**src/rtl/uart_tx_serializer_if.sv**
```systemverilog
// FIFO read-side handshake between the TX serializer (master) and the CPU output FIFO (slave).
interface uart_tx_serializer_if;
  logic [7:0] FIFO_DO;
  logic       FIFO_FE;
  logic       RREQ;

  modport master (output RREQ, input FIFO_DO, input FIFO_FE);
  modport slave  (input RREQ, output FIFO_DO, output FIFO_FE);
endinterface

```
**src/rtl/uart_tx_serializer.sv**
```systemverilog
// Pops bytes from the CPU output FIFO and shifts them out LSB-first as UART frames
// (start, 8 data, optional parity, 1 or 2 stop bits) on a registered TX line.
module uart_tx_serializer #(
  parameter int CLKS_PER_BIT = 868,
  parameter int PARITY       = 0,
  parameter int STOP_BITS    = 1
) (
  input  logic                        CLK,
  input  logic                        RSTN,
  uart_tx_serializer_if.master        fifo,
  output logic                        TX,
  output logic                        BUSY,
  output logic                        TX_DONE
);

  localparam int BW = (CLKS_PER_BIT > 1) ? $clog2(CLKS_PER_BIT) : 1;
  localparam logic [BW-1:0] BAUD_LAST = BW'(CLKS_PER_BIT - 1);
  localparam logic STOP_LAST = (STOP_BITS == 2);

  typedef enum logic [2:0] {IDLE, REQ, LOAD, START, DATA, PAR, STOP} state_t;

  state_t        state, state_d;
  logic [BW-1:0] baud, baud_d;
  logic [2:0]    idx, idx_d;
  logic [7:0]    shift, shift_d;
  logic          par_bit, par_bit_d;
  logic          stop_n, stop_n_d;
  logic          tx_d;
  logic          wrap;

  assign wrap = (baud == BAUD_LAST);
  assign BUSY = (state != IDLE);

  always_comb begin
    state_d   = state;
    baud_d    = baud;
    idx_d     = idx;
    shift_d   = shift;
    par_bit_d = par_bit;
    stop_n_d  = stop_n;
    fifo.RREQ = 1'b0;
    TX_DONE   = 1'b0;

    if (state == START || state == DATA || state == PAR || state == STOP)
      baud_d = wrap ? '0 : baud + BW'(1);

    unique case (state)
      IDLE:  if (!fifo.FIFO_FE) state_d = REQ;
      REQ: begin
        fifo.RREQ = 1'b1;
        state_d   = LOAD;
      end
      // FIFO_DO was updated on the REQ edge, so it is stable here.
      LOAD: begin
        shift_d   = fifo.FIFO_DO;
        par_bit_d = (PARITY == 2) ? ~^fifo.FIFO_DO : ^fifo.FIFO_DO;
        baud_d    = '0;
        idx_d     = '0;
        stop_n_d  = 1'b0;
        state_d   = START;
      end
      START: if (wrap) begin
        idx_d   = '0;
        state_d = DATA;
      end
      DATA: if (wrap) begin
        shift_d = {1'b0, shift[7:1]};
        idx_d   = idx + 3'd1;
        if (idx == 3'd7) state_d = (PARITY != 0) ? PAR : STOP;
      end
      PAR:   if (wrap) state_d = STOP;
      STOP: if (wrap) begin
        if (stop_n == STOP_LAST) begin
          TX_DONE  = 1'b1;
          stop_n_d = 1'b0;
          state_d  = IDLE;
        end else begin
          stop_n_d = 1'b1;
        end
      end
      default: state_d = IDLE;
    endcase

    // TX is registered from the next state so the line changes exactly on state entry.
    unique case (state_d)
      START:   tx_d = 1'b0;
      DATA:    tx_d = shift_d[0];
      PAR:     tx_d = par_bit_d;
      default: tx_d = 1'b1;
    endcase
  end

  always_ff @(posedge CLK or negedge RSTN) begin
    if (!RSTN) begin
      state   <= IDLE;
      baud    <= '0;
      idx     <= '0;
      shift   <= '0;
      par_bit <= 1'b0;
      stop_n  <= 1'b0;
      TX      <= 1'b1;
    end else begin
      state   <= state_d;
      baud    <= baud_d;
      idx     <= idx_d;
      shift   <= shift_d;
      par_bit <= par_bit_d;
      stop_n  <= stop_n_d;
      TX      <= tx_d;
    end
  end

endmodule

```
**src/flat_wrapper.sv**
```systemverilog
// flat-port wrapper written by rule: the top's interface ports become plain ports
module uart_tx_serializer_flat 
#(
  parameter int CLKS_PER_BIT = 868,
  parameter int PARITY       = 0,
  parameter int STOP_BITS    = 1
)
  (CLK, RSTN, TX, BUSY, TX_DONE, fifo_RREQ, fifo_FIFO_DO, fifo_FIFO_FE);
  uart_tx_serializer_if fifo_i ();
  input  logic CLK;
  input  logic RSTN;
  output logic TX;
  output logic BUSY;
  output logic TX_DONE;
  output wire logic [$bits(fifo_i.RREQ)-1:0] fifo_RREQ;
  input wire logic [$bits(fifo_i.FIFO_DO)-1:0] fifo_FIFO_DO;
  input wire logic [$bits(fifo_i.FIFO_FE)-1:0] fifo_FIFO_FE;
  assign fifo_RREQ = fifo_i.RREQ;
  assign fifo_i.FIFO_DO = fifo_FIFO_DO;
  assign fifo_i.FIFO_FE = fifo_FIFO_FE;
  uart_tx_serializer #(.CLKS_PER_BIT(CLKS_PER_BIT), .PARITY(PARITY), .STOP_BITS(STOP_BITS)) u_core (.CLK(CLK), .RSTN(RSTN), .fifo(fifo_i), .TX(TX), .BUSY(BUSY), .TX_DONE(TX_DONE));
endmodule
```
**config.mk**
```make
export PLATFORM = sky130hd
export DESIGN_NAME = uart_tx_serializer_flat
export DESIGN_NICKNAME = d
export VERILOG_FILES = /design/src/rtl/uart_tx_serializer_if.sv /design/src/rtl/uart_tx_serializer.sv /design/src/flat_wrapper.sv
export SDC_FILE = /design/constraint.sdc
export NUM_CORES = 1
export LEC_CHECK = 0
export CAP_MARGIN = 20
export CORE_AREA = 3 3 58 60
export DETAILED_ROUTE_END_ITERATION = 10
export DIE_AREA = 0 0 61 63
export PLACE_DENSITY = 0.74
export SYNTH_ARGS = -nofsm -noshare
export SYNTH_HDL_FRONTEND = slang
export SYNTH_SLANG_ARGS = --single-unit
```
**constraint.sdc**
```tcl
create_clock -name CLK -period 3.53 [get_ports CLK]
set_clock_uncertainty 0.15 [all_clocks]
set_input_delay 0.5295 -clock CLK [delete_from_list [all_inputs] [get_ports CLK]]
set_output_delay 0.5295 -clock CLK [all_outputs]
set_load 0.05 [all_outputs]
```
## Word-level counts from Yosys, hierarchy flattened

Cells that the tools add are included.

| operators by class | value |
|---|---|
| $add $sub $neg | 2 |
| eq/ne operators | 14 |
| multiplexer cells | 25 |
| reductions and logical operators | 13 |

Operator list:

| kind | count |
|---|---|
| 10-bit two-way mux | 3 |
| 3-bit two-way mux | 9 |
| 3-bit case mux with 7 select lines | 1 |
| 3-bit equality test, second input constant | 6 |
| 8-bit case mux with 2 select lines | 1 |
| 10-bit by 1-bit adder with 10-bit output, second input constant | 1 |
| 10-bit equality test, second input constant | 1 |
| 3-bit by 2-bit equality test with 1-bit output, second input constant | 3 |
| 3-bit case mux with 3 select lines | 1 |
| 8-bit two-way mux | 1 |
| 8-bit parity | 1 |
| 1-bit two-way mux | 7 |
| 2-bit by 1-bit != test with 1-bit output, second input constant | 3 |
| 2-bit nonzero test | 3 |
| 3-bit nonzero test | 2 |
| 2-bit AND reduction | 2 |
| 3-bit by 1-bit adder with 3-bit output, second input constant | 1 |
| 3-bit by 1-bit equality test with 1-bit output, second input constant | 1 |
| 3-bit logical NOT | 1 |
| 1-bit logical OR | 3 |
| 1-bit case mux with 3 select lines | 1 |
| 3-bit AND reduction | 1 |
| 1-bit case mux with 2 select lines | 1 |

| storage, ports and cells | value |
|---|---|
| register bits | 27 |
| bits of input ports | 11 |
| output and inout port bits | 4 |
| word-level logic and storage cells | 62 |

## Longest topological paths before layout

Gate-level depths: netlist of run 1.

| logic depth | value |
|---|---|
| depth in word-level cells | 6 |
| mapped depth | 8 |
| mapped depth without buffers | 6 |

## Worst setup path after synthesis of run 1

OpenSTA, ideal clock, no wires.

| timing | value |
|---|---|
| path kind | flip-flop to output port |
| from | register u_core.baud[0] |
| to | output TX_DONE |
| data arrival time | 2475 ps |
| setup slack | 375 ps |
| stages on the path, launching flop included | 5 |
| cells stage by stage | dfrtp_1 ha_1 nor3b_4 nand3_4 nor4_1 |

| on the way | value |
|---|---|
| longest elaborated chain between the ends | 3 |

Ends and longest elaborated chain:

| item | line | RTL |
|---|---|---|
| start: declaration | uart_tx_serializer.sv:23 | `logic [BW-1:0] baud, baud_d;` |
| start signal: assignment | uart_tx_serializer.sv:104 | `baud <= baud_d;` |
| 10-bit equality test | uart_tx_serializer.sv:31 | `assign wrap = (baud == BAUD_LAST);` |
| 1-bit two-way mux | uart_tx_serializer.sv:72 | `STOP: if (wrap) begin` |
| 1-bit two-way mux | uart_tx_serializer.sv:47 | `unique case (state)` |
| end: declaration | flat_wrapper.sv:14 | `output logic TX_DONE;` |

No other way between the ends.

## Worst setup path after layout of run 1

Same ends and word-level chain as after synthesis.

==> results of run 1 <==
[layer usage]
layer,up-vias,global-route usage [%],routed length [um]
li1,608,-,-
met3,2,2.48,130
met4,0,4.07,15
met5,-,0,0
met1,604,26.1,1410
met2,27,26.3,1450
[power groups by stage]
stage	Clock [uW]	Sequential, uW	Combinational (uW)
2_1_floorplan	0	453	196
3_3_place_gp	0	463	249
3_5_place_dp	0	470	255
4_1_cts	142	463	256
5_1_grt	157	478	290
6_report	130	463	254
[cell families after synthesis]
family	after synthesis
AOI/OAI and AO/OA	32
xor gates and xnor gates	13
adders and majority gates	3
buffers and inverters	13
DFF	27
muxes	1
and+or+nand+nor	75
[flip-flops by register name (all words and copies together), names as in the netlist]
register	cells
u_core.shift	8
u_core.par_bit	1
u_core.state	3
u_core.idx	3
u_core.baud	10
u_core.stop_n	1
u_core.TX	1
[cell usage after synthesis (2+ instances only)]
cell,count,area (um^2)
dfrtp_1,26,651
nand2_1,26,97.6
nor2_1,14,52.6
xnor2_1,10,87.6
and3_1,7,43.8
or3_1,7,43.8
a21oi_1,6,30.0
a22oi_1,6,45.0
inv_1,6,22.5
nand3_1,5,25.0
o21ai_0,5,25.0
clkbuf_1,3,11.3
ha_1,3,37.5
xor2_1,3,26.3
a21o_1,2,15.0
a22o_1,2,17.5
a31oi_1,2,12.5
a32oi_1,2,17.5
and4b_1,2,20.0
buf_4,2,15.0
nand2b_1,2,12.5
nand3b_1,2,15.0
o31ai_1,2,15.0
[layout make-up]
| type | count | area [um^2] | share of cell area (%) |
|---|---|---|---|
| Clock inverter | 1 | 5.00 | 0.286 |
| Tap cell | 33 | 41.3 | 2.36 |
| Multi-Input combinational cell | 124 | 820 | 46.8 |
| Clock buffer | 3 | 22.5 | 1.29 |
| Inverter | 6 | 22.5 | 1.29 |
| Sequential cell | 27 | 677 | 38.7 |
| Timing Repair Buffer | 17 | 163 | 9.29 |
[path summary, 6_finish.rpt]
| path | start | to |
|---|---|---|
| max in group asynchronous | RSTN | u_core.TX |
| min reg2reg | u_core.shift[3] | u_core.shift[3] |
| min in group asynchronous | RSTN | u_core.baud[5] |
| min | u_core.shift[3] | u_core.shift[3] |
| max reg2reg | u_core.baud[0] | u_core.TX |
| max | u_core.baud[0] | TX_DONE |
[critical path: stages, from the launching register on]
cell             delay [ns]
dfrtp_1                0.45
ha_1                   0.20
nor3b_4                0.28
nand3_4                0.17
nor4_1                 0.27
clkdlybuf4s50_1        0.85
[stage by stage]
stage | instance area, um^2 | instances | worst slack [ns] | hold slack, ns | utilization (%)
6_report | 1750 | 211 | 0.316 | 0.346 | 58.8
5_1_grt | 1750 | 211 | 0.146 | 0.377 | 58.8
4_1_cts | 1750 | 211 | 0.287 | 0.348 | 58.8
3_5_place_dp | 1720 | 207 | 0.701 | 0.313 | 57.9
3_3_place_gp | 1720 | 207 | 0.743 | 0.310 | 57.9
2_1_floorplan | 1550 | 164 | 0.375 | 0.0839 | -
[layout by cell type (no fill, tap or decap), types with 3 or more instances in the layout]
master and instances:
nand2_1 26, dfrtp_1 26, nor2_1 14, clkdlybuf4s50_1 14, xnor2_1 10, and3_1 7
or3_1 7, inv_1 6, a21oi_1 6, a22oi_1 6, o21ai_0 5, nand3_1 5
xor2_1 3, ha_1 3, clkbuf_4 3, buf_4 3
==> impl_metrics.env, run 1 <==
export IMPL_p_leak_uw=0.000785
export IMPL_grt_pass1_wl_um=5220
export IMPL_synthCells=164
export IMPL_syn_area_mm2=0.00155
export IMPL_p_sw_uw=291
export IMPL_max_freq_ghz=0.311
export IMPL_clk_pin_slew_ns=0.14
export IMPL_combPwrFrac_pct=30.0
export IMPL_synthArstFlopShare_pct=100
export IMPL_ir_worst_vdd_mv=0.272
export IMPL_reg2regPathDepth=6
export IMPL_power_density_mw_per_mm2=484
export IMPL_first_iter_violations=59
export IMPL_drc=0
export IMPL_yosys_warnings=0
export IMPL_setup_viol=0
export IMPL_sw_frac_of_total_pct=34.4
export IMPL_synth_cell_types=42
export IMPL_synth_top_family_by_area="simple AND/OR/NAND/NOR gates"
export IMPL_post_dp_hpwl_um=2250
export IMPL_critPathKind="flop to output port"
export IMPL_core_region_area_mm2=0.00298
export IMPL_antenna_found_initial=0
export IMPL_io_buffers=14
export IMPL_initial_utilization_pct=52.2
export IMPL_numCtsBuffers=3
export IMPL_die_area_mm2=0.00384
export IMPL_hold_path_class="flop to flop"
export IMPL_path_max_fanout=10
export IMPL_synth_xor_area_share_pct=7.33
export IMPL_grt_usage_pct=17.4
export IMPL_clockBufferDepth=2
export IMPL_grt_remaining_overflow=0
export IMPL_period_needed_ns=3.21
export IMPL_synthAdderAreaFrac_pct=2.42
export IMPL_post_cts_setup_buffers=0
export IMPL_synth_edff_count=0
export IMPL_crit_required_ns=2.85
export IMPL_via_per_inst=5.88
export IMPL_tritoncts="yes"
export IMPL_first_pass_iters=4
export IMPL_nFillCells=267
export IMPL_num_antenna_cells=0
export IMPL_wl_per_cell_um=14.2
export IMPL_die_h_um=63
export IMPL_slew_headroom_pct=65.3
export IMPL_setup_tns_ns=0
export IMPL_worst_setup_path_start_kind="flop"
export IMPL_clk_latency_ns=0.32
export IMPL_core_rowCount=20
export IMPL_finalCritPeriodShare_pct=91.1
export IMPL_yosys_register_bits=27
export IMPL_clock_sinks=27
export IMPL_muxShareOfSynthArea_pct=0.725
export IMPL_synth_seq_area_share_pct=43.6
export IMPL_rsz0062_at_grt="no"
export IMPL_intPower_uw=556
export IMPL_syn_nets=178
export IMPL_postRouteWirelength_um=3000
export IMPL_endpoint_kind="output port"
export IMPL_drtAntennaViolNets=0
export IMPL_synth_compound_area_share_pct=16.4
export IMPL_finalPower_uw=847
export IMPL_grt_max_degree=28
export IMPL_cts_root_buf="clkbuf_4"
export IMPL_finalHoldViolCount=0
export IMPL_globalplace_congestion=0.893
export IMPL_holdBufCountCts=0
export IMPL_layout_nets=193
export IMPL_vias=1241
export IMPL_p_seq_share_pct=54.7
export IMPL_drive_gt1_share_pct=8.43
export IMPL_hold_depth=2
export IMPL_cts_resized_gates=0
export IMPL_syn_area_per_cell_um2=9.48
export IMPL_grt_pass1_vias=1142
export IMPL_max_cap_viol_count=0
export IMPL_status="complete, no violations"
export IMPL_htreeDepth=1
export IMPL_worstMarginPinSlew_ns=0.518
export IMPL_critPathArrivalTime_ns=2.53
export IMPL_clkPwrFrac_pct=15.3
export IMPL_yosys_area_share_simple_pct=25.8
export IMPL_rrSetupSlack_ns=1.15
export IMPL_ios=15
export IMPL_final_max_slew_viol_count=0
export IMPL_synth_flop_cell="dfrtp_1"
export IMPL_die_width_um=61
export IMPL_area_delta_synth_final_pct=12.6
No activity file was read; power rests on OpenSTA's default activity.
==> run 2, diff against run 1 <==
--- a/config.mk
+++ b/config.mk
@@ -6,10 +6,11 @@
 export NUM_CORES = 1
 export LEC_CHECK = 0
 export CAP_MARGIN = 20
-export CORE_AREA = 3 3 58 60
+export CORE_AREA = 2 2 57 59
 export DETAILED_ROUTE_END_ITERATION = 10
-export DIE_AREA = 0 0 61 63
+export DIE_AREA = 0 0 59 61
 export PLACE_DENSITY = 0.74
+export SETUP_SLACK_MARGIN = 0.15
 export SYNTH_ARGS = -nofsm -noshare
 export SYNTH_HDL_FRONTEND = slang
 export SYNTH_SLANG_ARGS = --single-unit
==> run 2 against run 1 <==
Effect of this change: global-route usage grew 2.4 points; wire length increased by 2.4%; combinational power about the same; design area barely moved; critical endpoint unchanged; largest power group unchanged.
==> impl_metrics.env, run 2 (same netlist as run 1, synthesis figures left out) <==
export IMPL_vias=1229
export IMPL_post_cts_setup_buffers=0
export IMPL_combPwrFrac_pct=29.8
export IMPL_p_sw_uw=294
export IMPL_clk_pin_slew_ns=0.14
export IMPL_crit_required_ns=2.85
export IMPL_largestRegisters="u_core.baud: 10 flops, u_core.shift: 8 flops"
export IMPL_final_cell_mix="nand2_1 (26), dfrtp_1 (26), nor2_1 (14)"
export IMPL_die_area_mm2=0.00360
export IMPL_slew_headroom_pct=66.9
export IMPL_grt_pass1_vias=1247
export IMPL_endpoint_kind="output port"
export IMPL_clock_sinks=27
export IMPL_drtAntennaViolNets=0
export IMPL_setup_tns_ns=0
export IMPL_post_place_ws_ns=0.649
export IMPL_antenna_found_initial=0
export IMPL_worst_setup_path_start_kind="flop"
export IMPL_clockBufferDepth=2
export IMPL_worstMarginPinSlew_ns=0.496
export IMPL_area_delta_synth_final_pct=12.7
export IMPL_die_width_um=59
export IMPL_p_leak_uw=0.000801
export IMPL_sw_frac_of_total_pct=34.6
export IMPL_initial_utilization_pct=52.6
export IMPL_first_pass_iters=5
export IMPL_globalplace_congestion=0.806
export IMPL_ios=15
export IMPL_core_region_area_mm2=0.00295
export IMPL_drc=0
export IMPL_largest_register="u_core.baud"
export IMPL_finalHoldViolCount=0
export IMPL_largest_reg_flops=10
export IMPL_ir_worst_vdd_mv=0.252
export IMPL_drive_gt1_share_pct=7.87
export IMPL_max_cap_viol_count=0
export IMPL_core_rowCount=20
export IMPL_final_max_slew_viol_count=0
export IMPL_post_dp_hpwl_um=2280
export IMPL_p_seq_share_pct=54.4
export IMPL_period_needed_ns=2.82
export IMPL_hold_path_class="flop to flop"
export IMPL_io_buffers=14
export IMPL_clkPwrFrac_pct=15.7
export IMPL_finalCritPeriodShare_pct=79.9
export IMPL_htreeDepth=1
export IMPL_max_freq_ghz=0.355
export IMPL_numCtsBuffers=3
export IMPL_grt_remaining_overflow=0
export IMPL_status="complete, no violations"
export IMPL_path_max_fanout=10
export IMPL_clk_latency_ns=0.32
export IMPL_grt_pass1_wl_um=5390
export IMPL_rsz0062_at_grt="no"
export IMPL_intPower_uw=557
export IMPL_via_per_inst=5.82
export IMPL_cts_root_buf="clkbuf_4"
export IMPL_num_antenna_cells=0
export IMPL_grt_max_degree=28
export IMPL_tritoncts="yes"
export IMPL_setup_viol=0
export IMPL_fin_cells=211
export IMPL_postRouteWirelength_um=3070
export IMPL_grt_usage_pct=19.8
export IMPL_wl_per_cell_um=14.6
export IMPL_hold_ws_ns=0.346
export IMPL_numPlacedInstances=207
export IMPL_power_density_mw_per_mm2=486
export IMPL_critPathArrivalTime_ns=2.14
export IMPL_first_iter_violations=85
export IMPL_die_h_um=61
export IMPL_critPathKind="flop to output port"
export IMPL_layout_nets=193
export IMPL_setup_slack_ns=0.711
run 2: cell types whose count changed in the layout (fill, tap and decap cells not counted):
| cell | before | now |
|---|---|---|
| clkbuf_1 | 0 | 1 |
| clkdlybuf4s50_1 | 14 | 13 |
| clkinv_2 | 1 | 0 |
| dlymetal6s2s_1 | 0 | 1 |
run 2: power by group through the flow:
stage	Clock [uW]	Combinational (uW)	Sequential, uW
detailed placement	0	256	472
finish	134	254	464
global route	154	294	476
CTS	140	258	464
global placement	0	246	463
floorplan	0	196	453
run 2: through the flow:
stage	power, uW	area, um^2	util [%]
after floorplan	649	1550	-
after global placement	710	1720	58.3
after detailed placement	728	1720	58.3
after CTS	862	1750	59.2
after global routing	924	1750	59.3
final	852	1750	59.3
run 2: per-layer routing:
| layer | GRT usage [%] | vias up | wire, um |
|---|---|---|---|
| li1 | - | 607 | - |
| met1 | 24.5 | 595 | 1330 |
| met2 | 35.1 | 23 | 1630 |
| met3 | 2.77 | 4 | 88 |
| met4 | 7.79 | 0 | 28 |
| met5 | 0 | - | 0 |
run 2: repair_timing:
action / 4_1_cts / 5_1_grt
hold buffers: 0 / 0
gates resized for setup: 0 / 1
setup endpoints to repair: 0 / 1
run 2: critical path, cell delays in order (launching register included):
cell	delay [ns]
dfrtp_1	0.45
ha_1	0.20
nor3b_4	0.30
nand3_4	0.18
nor4_1	0.24
dlymetal6s2s_1	0.45
run 2: worst paths after layout:
| path | from | endpoint | slack [ns] | cells after the start |
|---|---|---|---|---|
| max | u_core.baud[0] | TX_DONE | 0.71 | 5 |
| min reg2reg | u_core.shift[4] | u_core.shift[4] | 0.35 | 2 |
| max reg2reg | u_core.baud[0] | u_core.TX | 1.10 | 6 |
| min in group asynchronous | RSTN | u_core.baud[1] | 0.40 | 2 |
| min | u_core.shift[4] | u_core.shift[4] | 0.35 | 2 |
| max in group asynchronous | RSTN | u_core.TX | 2.52 | 2 |
run 2: final cells by class:
type	instances	area [um^2]
clock buffers	4	26.3
repair buffers	17	165
well taps	33	41.3
inverters	6	22.5
fillers	271	1200
flip-flops and latches	27	677
multi-input cells	124	820
==> run 3, diff against run 2 <==
==> constraint.sdc (replaced) <==
create_clock -name CLK -period 2.9 [get_ports CLK]
set_clock_uncertainty 0.15 [all_clocks]
set_input_delay 0.435 -clock CLK [delete_from_list [all_inputs] [get_ports CLK]]
set_output_delay 0.435 -clock CLK [all_outputs]
set_load 0.05 [all_outputs]
==> run 3 against run 2 <==
Effect of this change: critical endpoint is now fifo_RREQ; sequential share of layout area hardly changed; sequential cell count stayed put; largest cell class unchanged; largest power group unchanged; first-iteration DRC count is 19% lower; utilization is 0.13 points higher.
==> impl_metrics.env, run 3 (same netlist as run 1, synthesis figures left out) <==
export IMPL_status="complete, no violations"
export IMPL_post_place_ws_ns=0.606
export IMPL_largest_reg_flops=10
export IMPL_vias=1250
export IMPL_critPathArrivalTime_ns=2.02
export IMPL_largestRegisters="u_core.baud: 10 flops, u_core.shift: 8 flops"
export IMPL_wl_per_cell_um=14.6
export IMPL_numCtsBuffers=3
export IMPL_rsz0062_at_grt="no"
export IMPL_setup_tns_ns=0
export IMPL_endpoint_kind="output port"
export IMPL_die_area_mm2=0.00360
export IMPL_initial_utilization_pct=52.6
export IMPL_multi_input_area_um2=826
export IMPL_drive_gt1_share_pct=10.1
export IMPL_regToRegEndpoint="u_core.TX"
export IMPL_layout_nets=193
export IMPL_post_dp_hpwl_um=2250
export IMPL_final_max_slew_viol_count=0
export IMPL_worst_setup_path_start_kind="flop"
export IMPL_largest_register="u_core.baud"
export IMPL_tritoncts="yes"
export IMPL_max_freq_ghz=0.383
export IMPL_hold_path_class="primary input to asynchronous set/reset pin"
export IMPL_critPathKind="flop to output port"
export IMPL_area_delta_synth_final_pct=13.0
export IMPL_register_area_um2=678
export IMPL_first_iter_violations=69
export IMPL_via_per_inst=5.92
export IMPL_p_leak_uw=0.000786
export IMPL_drtAntennaViolNets=0
export IMPL_grt_pass1_wl_um=5140
export IMPL_crit_path_end="fifo_RREQ"
export IMPL_worstSetupStartpoint="u_core.state[1]"
export IMPL_finalHoldViolCount=0
export IMPL_grt_usage_pct=19.1
export IMPL_ir_worst_vdd_mv=0.306
export IMPL_htreeDepth=1
export IMPL_r2r_start="u_core.baud[0]"
export IMPL_core_rowCount=20
export IMPL_first_pass_iters=4
export IMPL_setup_viol=0
export IMPL_grt_remaining_overflow=0
export IMPL_globalplace_congestion=0.787
export IMPL_clockBufferDepth=2
export IMPL_slew_headroom_pct=53.9
export IMPL_clk_pin_slew_ns=0.15
export IMPL_clock_sinks=27
export IMPL_max_cap_viol_count=0
export IMPL_grt_pass1_vias=1165
export IMPL_final_common_cell="nand2_1"
export IMPL_path_max_fanout=13
export IMPL_setup_slack_ns=0.291
export IMPL_crit_required_ns=2.32
export IMPL_fin_cells=211
export IMPL_nFillCells=271
export IMPL_worstMarginPinSlew_ns=0.689
export IMPL_die_width_um=59
export IMPL_ios=15
export IMPL_antenna_found_initial=0
export IMPL_die_h_um=61
export IMPL_holdBufCountCts=0
export IMPL_drc=0
export IMPL_core_region_area_mm2=0.00295
export IMPL_final_cell_mix="nand2_1 (26), dfrtp_1 (25), nor2_1 (14)"
export IMPL_rrSetupSlack_ns=0.55
export IMPL_postRouteWirelength_um=3090
export IMPL_io_buffers=14
export IMPL_cts_root_buf="clkbuf_4"
export IMPL_clk_latency_ns=0.33
export IMPL_finalCritPeriodShare_pct=90.0
export IMPL_numPlacedInstances=207
export IMPL_grt_max_degree=28
export IMPL_period_needed_ns=2.61
export IMPL_num_antenna_cells=0
export IMPL_reg2regPathDepth=6
export IMPL_power_density_mw_per_mm2=595
[run 3: cell count changes in the layout (fill, tap and decap cells not counted)]
cell and change:
dfrtp_1 -1, dfrtp_2 +1, nor4_1 -1, clkinv_2 +1, dlymetal6s2s_1 -1, nor4_2 +1, buf_4 +1, clkbuf_1 -1
[run 3: through the flow]
stage          util [%]  power (uW)  cell area, um^2  hold slack (ns)
2_1_floorplan         -         790             1560          -0.0106
3_3_place_gp       58.5         868             1730            0.314
3_5_place_dp       58.5         886             1730            0.313
4_1_cts            59.4        1050             1750            0.304
5_1_grt            59.4        1120             1760            0.330
6_report           59.4        1040             1760            0.297
[run 3: what timing repair did]
item | 4_1_cts | 5_1_grt
buffers inserted | 0 | 0
gates resized for setup | 0 | 1
setup endpoints to repair | 0 | 1
[run 3: worst min path at each step]
stage | start | endpoint | cells past startpoint
finish | RSTN | u_core.baud[3] | 2
global route | RSTN | u_core.baud[9] | 2
CTS | RSTN | u_core.baud[5] | 2
detailed placement | u_core.shift[3] | u_core.shift[3] | 2
global placement | u_core.shift[0] | u_core.shift[0] | 2
floorplan | RSTN | u_core.baud[0] | 0
[run 3: critical path, stage by stage (launching register included)]
cell and delay (ns):
dfrtp_1 0.55, inv_1 0.19, and3_1 0.16, clkdlybuf4s50_1 0.79
[run 3: area by class of cell]
| type | instances | share of cell area (%) |
|---|---|---|
| Sequential cell | 27 | 38.6 |
| Tap cell | 33 | 2.35 |
| Clock buffer | 3 | 1.28 |
| Timing Repair Buffer | 17 | 9.12 |
| Inverter | 6 | 1.28 |
| Multi-Input combinational cell | 124 | 47.0 |
| Clock inverter | 1 | 0.285 |
[run 3: where the power goes]
part	internal [uW]	leakage, uW	switching [uW]
sequential	476	0.000338	92.7
combinational	148	0.000430	162
clock	51.8	0.0000177	113
total	676	0.000786	367
[run 3: per-layer routing]
metal  up-vias  routed length [um]  global-route usage (%)
met3         8                 116                    1.92
met4         0                  67                    11.0
li1        608                   -                       -
met5         -                   0                       0
met1       607                1430                    25.5
met2        27                1470                    30.5
==> variant 1, RTL diff (flow settings as in run 2) <==
`PARITY` is set to 0 in 2 places; all go to 1.
--- a/src/rtl/uart_tx_serializer.sv
+++ b/src/rtl/uart_tx_serializer.sv
@@ -3,5 +3,5 @@
 module uart_tx_serializer #(
   parameter int CLKS_PER_BIT = 868,
-  parameter int PARITY       = 0,
+  parameter int PARITY       = 1,
   parameter int STOP_BITS    = 1
 ) (
--- a/src/flat_wrapper.sv
+++ b/src/flat_wrapper.sv
@@ -3,5 +3,5 @@
 #(
   parameter int CLKS_PER_BIT = 868,
-  parameter int PARITY       = 0,
+  parameter int PARITY       = 1,
   parameter int STOP_BITS    = 1
 )
Behaviour: same outputs for any inputs over 10 cycles, from zero or initial values and one cycle with RSTN low; that may be too few to reach the edited logic, so the function may still have changed.
==> variant 1 against run 2 <==
- die area unchanged
- count of clock-buffer cells in the layout fell by 1
- design area decreased by 0.64%
- wire length is 3.1% lower
- sequential cell count unchanged
- setup slack got worse by 0.40 ns
- area after synthesis fell by 1.3%
- critical path depth increased by 1
- largest cell class unchanged
Power is not compared: it rests on default switching activity, and its combinational part moved more than twofold at a synthesized area within 25%.
==> variant 1: results (changes against run 2) <==
- Layout cell share with drive strength beyond 1: 11.3% (+3.4 points)
- Minimum clock period: 3.22 ns (+0.396 ns)
- Startpoint of the worst hold path: u_core.shift[4]$_DFFE_PN0P_
- Adder-cell share of the synthesized area: 2.45% (+0.032 points)
- Post-synthesis xor/xnor area fraction: 7.42% (+0.096 points)
- Slew @ Worst Pin: 0.500 ns (+0.00404 ns)
- WHS Path Cells: 1 (-1)
- Synth async-reset ratio: 100% (unchanged)
- Post-place setup slack: 0.391 ns (-0.258 ns)
- Pleak: about 0.00079 uW
- Mux cell area share after synthesis: 0.734% (+0.0095 points)
- Clock buffer depth: 2 (unchanged)
- Synth top cells by count: 26 x dfrtp_1, 13 x nor2_1, 11 x nand2_1
- GPL Wtd Cong: 0.789 (-2.2%)
- Post-synthesis sequential area ratio: 44.1% (+0.57 points)
- Run status: finished, final reports clean
- Antenna diodes: 0 (unchanged)
- Initial antenna violation count: 0 (unchanged)
- PortBufs: 14 (unchanged)
- Routed WL per cell: 14.8 um (+1.7%)
- Hpwl dp: 2160 um (-5.2%)
- Largest regs: u_core.baud: 10 flops, u_core.shift: 8 flops
- Drt pass-1 iters: 4 (-1)
- Placed insts: 197 (-4.8%)
- Largest vdd supply drop: between 0.0002 and 0.00025 V
- Clock H-tree levels: 1 (unchanged)
- Vias in the first global route: 1,176 (-5.7%)
- Critical-path top delay cell: dlygate4sd2_1
- Worst-path clk slew: about 0.15 ns
- Nets@finish: 183 (-5.2%)
- Worst Path Arrival: 2.54 ns (+0.40 ns)
- Critical path origin: u_core.baud[0]$_DFFE_PN0P_
- Crit path max fanout: 9 (-1)
- Via count: 1,185 (-3.6%)
- Gr usage total: 19.0% (-0.83 points)
- Total CTS buffers: 3 (unchanged)
- Path category of the worst min-delay check: reg2reg
- Yosys warns: 0 (unchanged)
- Crit path max-delay family: simple AND/OR/NAND/NOR gates
- First-pass GRT wire length: 5290 um (-1.9%)
- Largest net degree at the start of global routing: 28 (unchanged)
- Gate Count Post-Synth: 153 (-6.7%)
- Top cells by area, synth: dfrtp_1 42%, xnor2_1 5.7%, a22o_1 5.1%
- Hold path endpoint: u_core.shift[4]$_DFFE_PN0P_
- Synth unique cells: 43 (+2.4%)
- Synth Area in Compound Gates: 19.7% (+3.3 points)
- CP endpoint: TX_DONE
- Clk_lat worst skew: 0.32 ns (about the same)
- DR iter-0 viols: 42 (-51%)
- Post-CTS Setup Inserts: 0 (unchanged)
- Post-synthesis net count: 167 (-6.2%)
- Via density per instance: 5.90 (+1.2%)
- FF-to-FF End: u_core.baud[9]$_DFFE_PN0P_
- Reg2Reg Depth: 7 (+1)
- R2R setup slack: 1.20 ns (+0.10 ns)
- Root Driver: clkbuf_4
- Crit path largest cell delay: 0.55 ns (+0.10 ns)
-- variant 1: layout make-up --
type | count | area, um^2
fill | 260 | 1210
multi-input combinational | 114 | 811
sequential | 27 | 677
timing repair buffer | 17 | 161
tap | 33 | 41.3
clock buffer | 3 | 22.5
inverter | 6 | 22.5
clock inverter | 1 | 5.00
-- variant 1: per-stage QoR --
stage          cell area, um^2  hold WS [ns]  util, %  power, uW
4_1_cts                   1740         0.350     58.9        509
2_1_floorplan             1530        0.0839        -        350
3_3_place_gp              1710         0.311     58.1        374
3_5_place_dp              1710         0.316     58.1        376
5_1_grt                   1740         0.365     58.9        531
6_report                  1740         0.354     58.9        508
-- variant 1: where the power goes --
part	internal [uW]	total (uW)	switching (uW)
logic	24.9	46.2	21.4
registers	319	322	3.76
clock network	42.5	139	97.0
-- variant 1: cell families (layout without fill, tap and decap cells) --
logic type | Yosys count | in the layout
flops | 27 | 27
fa+ha+maj | 3 | 3
compound gates | 41 | 41
xor+xnor | 13 | 13
simple gates | 56 | 56
buf+inv | 12 | 27
mux | 1 | 1
-- variant 1: per-layer routing --
layer	vias up	GRT usage (%)	part of all wire [%]
met1	584	25.4	46
met2	16	33.7	51
li1	583	-	-
met4	0	3.90	0.40
met5	-	0	0
met3	2	1.92	2.6
-- variant 1: repair_timing --
item | CTS | global route
endpoints found under the hold margin | 0 | 0
endpoints found under the setup margin | 1 | 0
resized for setup | 1 | 0
==> variant 2, RTL diff (flow settings as in run 2) <==
Without the edit above. Reset style: synchronous (`RSTN`), changed in one clocked block.
--- a/src/rtl/uart_tx_serializer.sv
+++ b/src/rtl/uart_tx_serializer.sv
@@ -91,5 +91,5 @@
   end
 
-  always_ff @(posedge CLK or negedge RSTN) begin
+  always_ff @(posedge CLK) begin
     if (!RSTN) begin
       state   <= IDLE;
Check against the original RTL: differs if RSTN is asserted again (counterexample within 4 cycles, from zero or initial values and one cycle with RSTN low); with RSTN held inactive, the same outputs for 10 cycles.
==> variant 2 against run 2 <==
- fmax shrank 11%
- area after synthesis down 11%
- setup slack lost 0.35 ns
- wire length fell by 12%
- count of clock-buffer cells in the layout fell by 1
- design area down 10%
- highest routed layer unchanged
- cell count fell by 5.2%
- first-iteration DRC count is 69% lower
- die area stayed put
- global-route usage down 3.8 points
- sequential cell count did not move
Power is not compared: it rests on default switching activity, and its combinational part moved more than twofold at a synthesized area within 25%.
==> variant 2: results (changes against run 2) <==
- Initial antenna violation count: 0 (unchanged)
- Gr usage total: 16.0% (-3.8 points)
- Post-CTS Setup Inserts: 0 (unchanged)
- Antenna diodes: 0 (unchanged)
- Post-synthesis sequential area ratio: 38.9% (-4.6 points)
- Largest regs: u_core.baud: 10 flops, u_core.shift: 8 flops
- Dominant cell type by area after synthesis: dfxtp_1
- Crit path max fanout: 7 (-3)
- Post-place setup slack: 0.431 ns (-0.218 ns)
- Worst-path clk slew: 0.14 ns (about the same)
- Critical-path top delay cell: dlygate4sd2_1
- Adder-cell share of the synthesized area: 2.70% (+0.29 points)
- Setup TNS: 0 ns (unchanged)
- Worst Path Arrival: 2.49 ns (+0.35 ns)
- First-pass GRT wire length: 4430 um (-18%)
- Synth Area in Compound Gates: 18.2% (+1.8 points)
- Largest net degree at the start of global routing: 19 (-32%)
- Total CTS buffers: 3 (unchanged)
- Synth top cells by count: 27 x dfxtp_1, 17 x nand2_1, 13 x nor2_1
- Largest vdd supply drop: roughly 0.00015 V
- Crit path largest cell delay: 0.55 ns (+0.10 ns)
- R2R setup slack: 1.00 ns (-0.10 ns)
- Worst slew margin: 42.4% (-24 points)
- Clock buffer depth: 2 (unchanged)
- Nets@finish: 182 (-5.7%)
- Placed cell area: 1550 um^2 (-10%)
- Synth unique cells: 43 (+2.4%)
- Fillers: 276 (+1.8%)
- Drt pass-1 iters: 4 (-1)
- Run status: finished, final reports clean
- Routed WL per cell: 13.6 um (-6.8%)
- Largest family of logic cells by synthesized area: simple AND/OR/NAND/NOR gates
- Root Driver: clkbuf_4
- Minimum clock period: 3.17 ns (+0.350 ns)
- Pleak: between 0.0005 and 0.0006 uW
- Via count: 1,151 (-6.3%)
- Resize count post-CTS: 1 (+1)
- Path category of the worst min-delay check: reg2reg
- Post-synthesis net count: 170 (-4.5%)
- Post-synthesis xor/xnor area fraction: 10.7% (+3.4 points)
- Clk_lat worst skew: a little over 0.3 ns
- GPL Wtd Cong: 0.814 (+0.88%)
- Hpwl dp: 2030 um (-11%)
- Mux cell area share after synthesis: 0.721% (-0.0039 points)
- Layout cell share with drive strength beyond 1: 5.99% (-1.9 points)
- Synth async-reset ratio: 0% (-100 points)
- DR iter-0 viols: 26 (-69%)
- PortBufs: 14 (unchanged)
- Worst hold slack: 0.315 ns (-0.0312 ns)
- Top cells by area, synth: dfxtp_1 39%, xnor2_1 6.9%, nand2_1 4.6%
- Yosys warns: 0 (unchanged)
- Clock H-tree levels: 1 (unchanged)
- Vias in the first global route: 1,056 (-15%)
## variant 2: kinds of logic (layout without fill, tap and decap cells)
| kind of cell | after synthesis | after routing |
|---|---|---|
| AOI/OAI and AO/OA | 34 | 34 |
| xor gates and xnor gates | 17 | 17 |
| adders and majority gates | 3 | 3 |
| buffers and inverters | 8 | 19 |
| DFF | 27 | 27 |
| muxes | 1 | 1 |
| and+or+nand+nor | 66 | 66 |
## variant 2: worst paths after layout
kind                                                      to  cells after the start                          from
worst max register to register          u_core.TX$_SDFF_PN1_                      5    u_core.state[2]$_SDFF_PN0_
worst max-delay path                                 TX_DONE                      5   u_core.baud[0]$_SDFFE_PP0P_
worst min-delay path            u_core.shift[6]$_SDFFE_PN0P_                      2  u_core.shift[6]$_SDFFE_PN0P_
worst min register to register  u_core.shift[6]$_SDFFE_PN0P_                      2  u_core.shift[6]$_SDFFE_PN0P_
## variant 2: per-layer routing
metal	track usage, %	part of all wire, %	wire, um
met1	19.5	47	1280
met2	27.8	49	1340
met3	2.77	2.8	77
met4	7.14	0.70	19
met5	0	0	0
## variant 2: cell type report
class / count / area, um^2 / share of cell area (%)
sequential: 27 / 541 / 34.4
multi-input combinational: 121 / 816 / 51.9
clock inverter: 1 / 5.00 / 0.318
clock buffer: 3 / 22.5 / 1.43
tap: 33 / 41.3 / 2.63
timing repair buffer: 15 / 146 / 9.32
## variant 2: critical path: cells and delay by family (launching register included)
family / cells / cell delay, ns
adder cells (fa/ha/maj): 1 / 0.27
buffers and inverters: 1 / 0.55
flip-flops: 1 / 0.44
AND/OR/NAND/NOR: 3 / 0.92
## variant 2: report_power, final
part,leakage (uW),internal (uW),switching (uW)
Sequential,0.000219,316,12.4
Combinational,0.000331,47.0,52.1
Clock,0.0000177,42.4,87.0
Total,0.000568,405,151
## variant 2: stage by stage
stage                     cells  total power [uW]
after floorplan             156               401
final                       200               556
after global placement      196               431
after detailed placement    196               433
after global routing        200               579
after CTS                   200               560
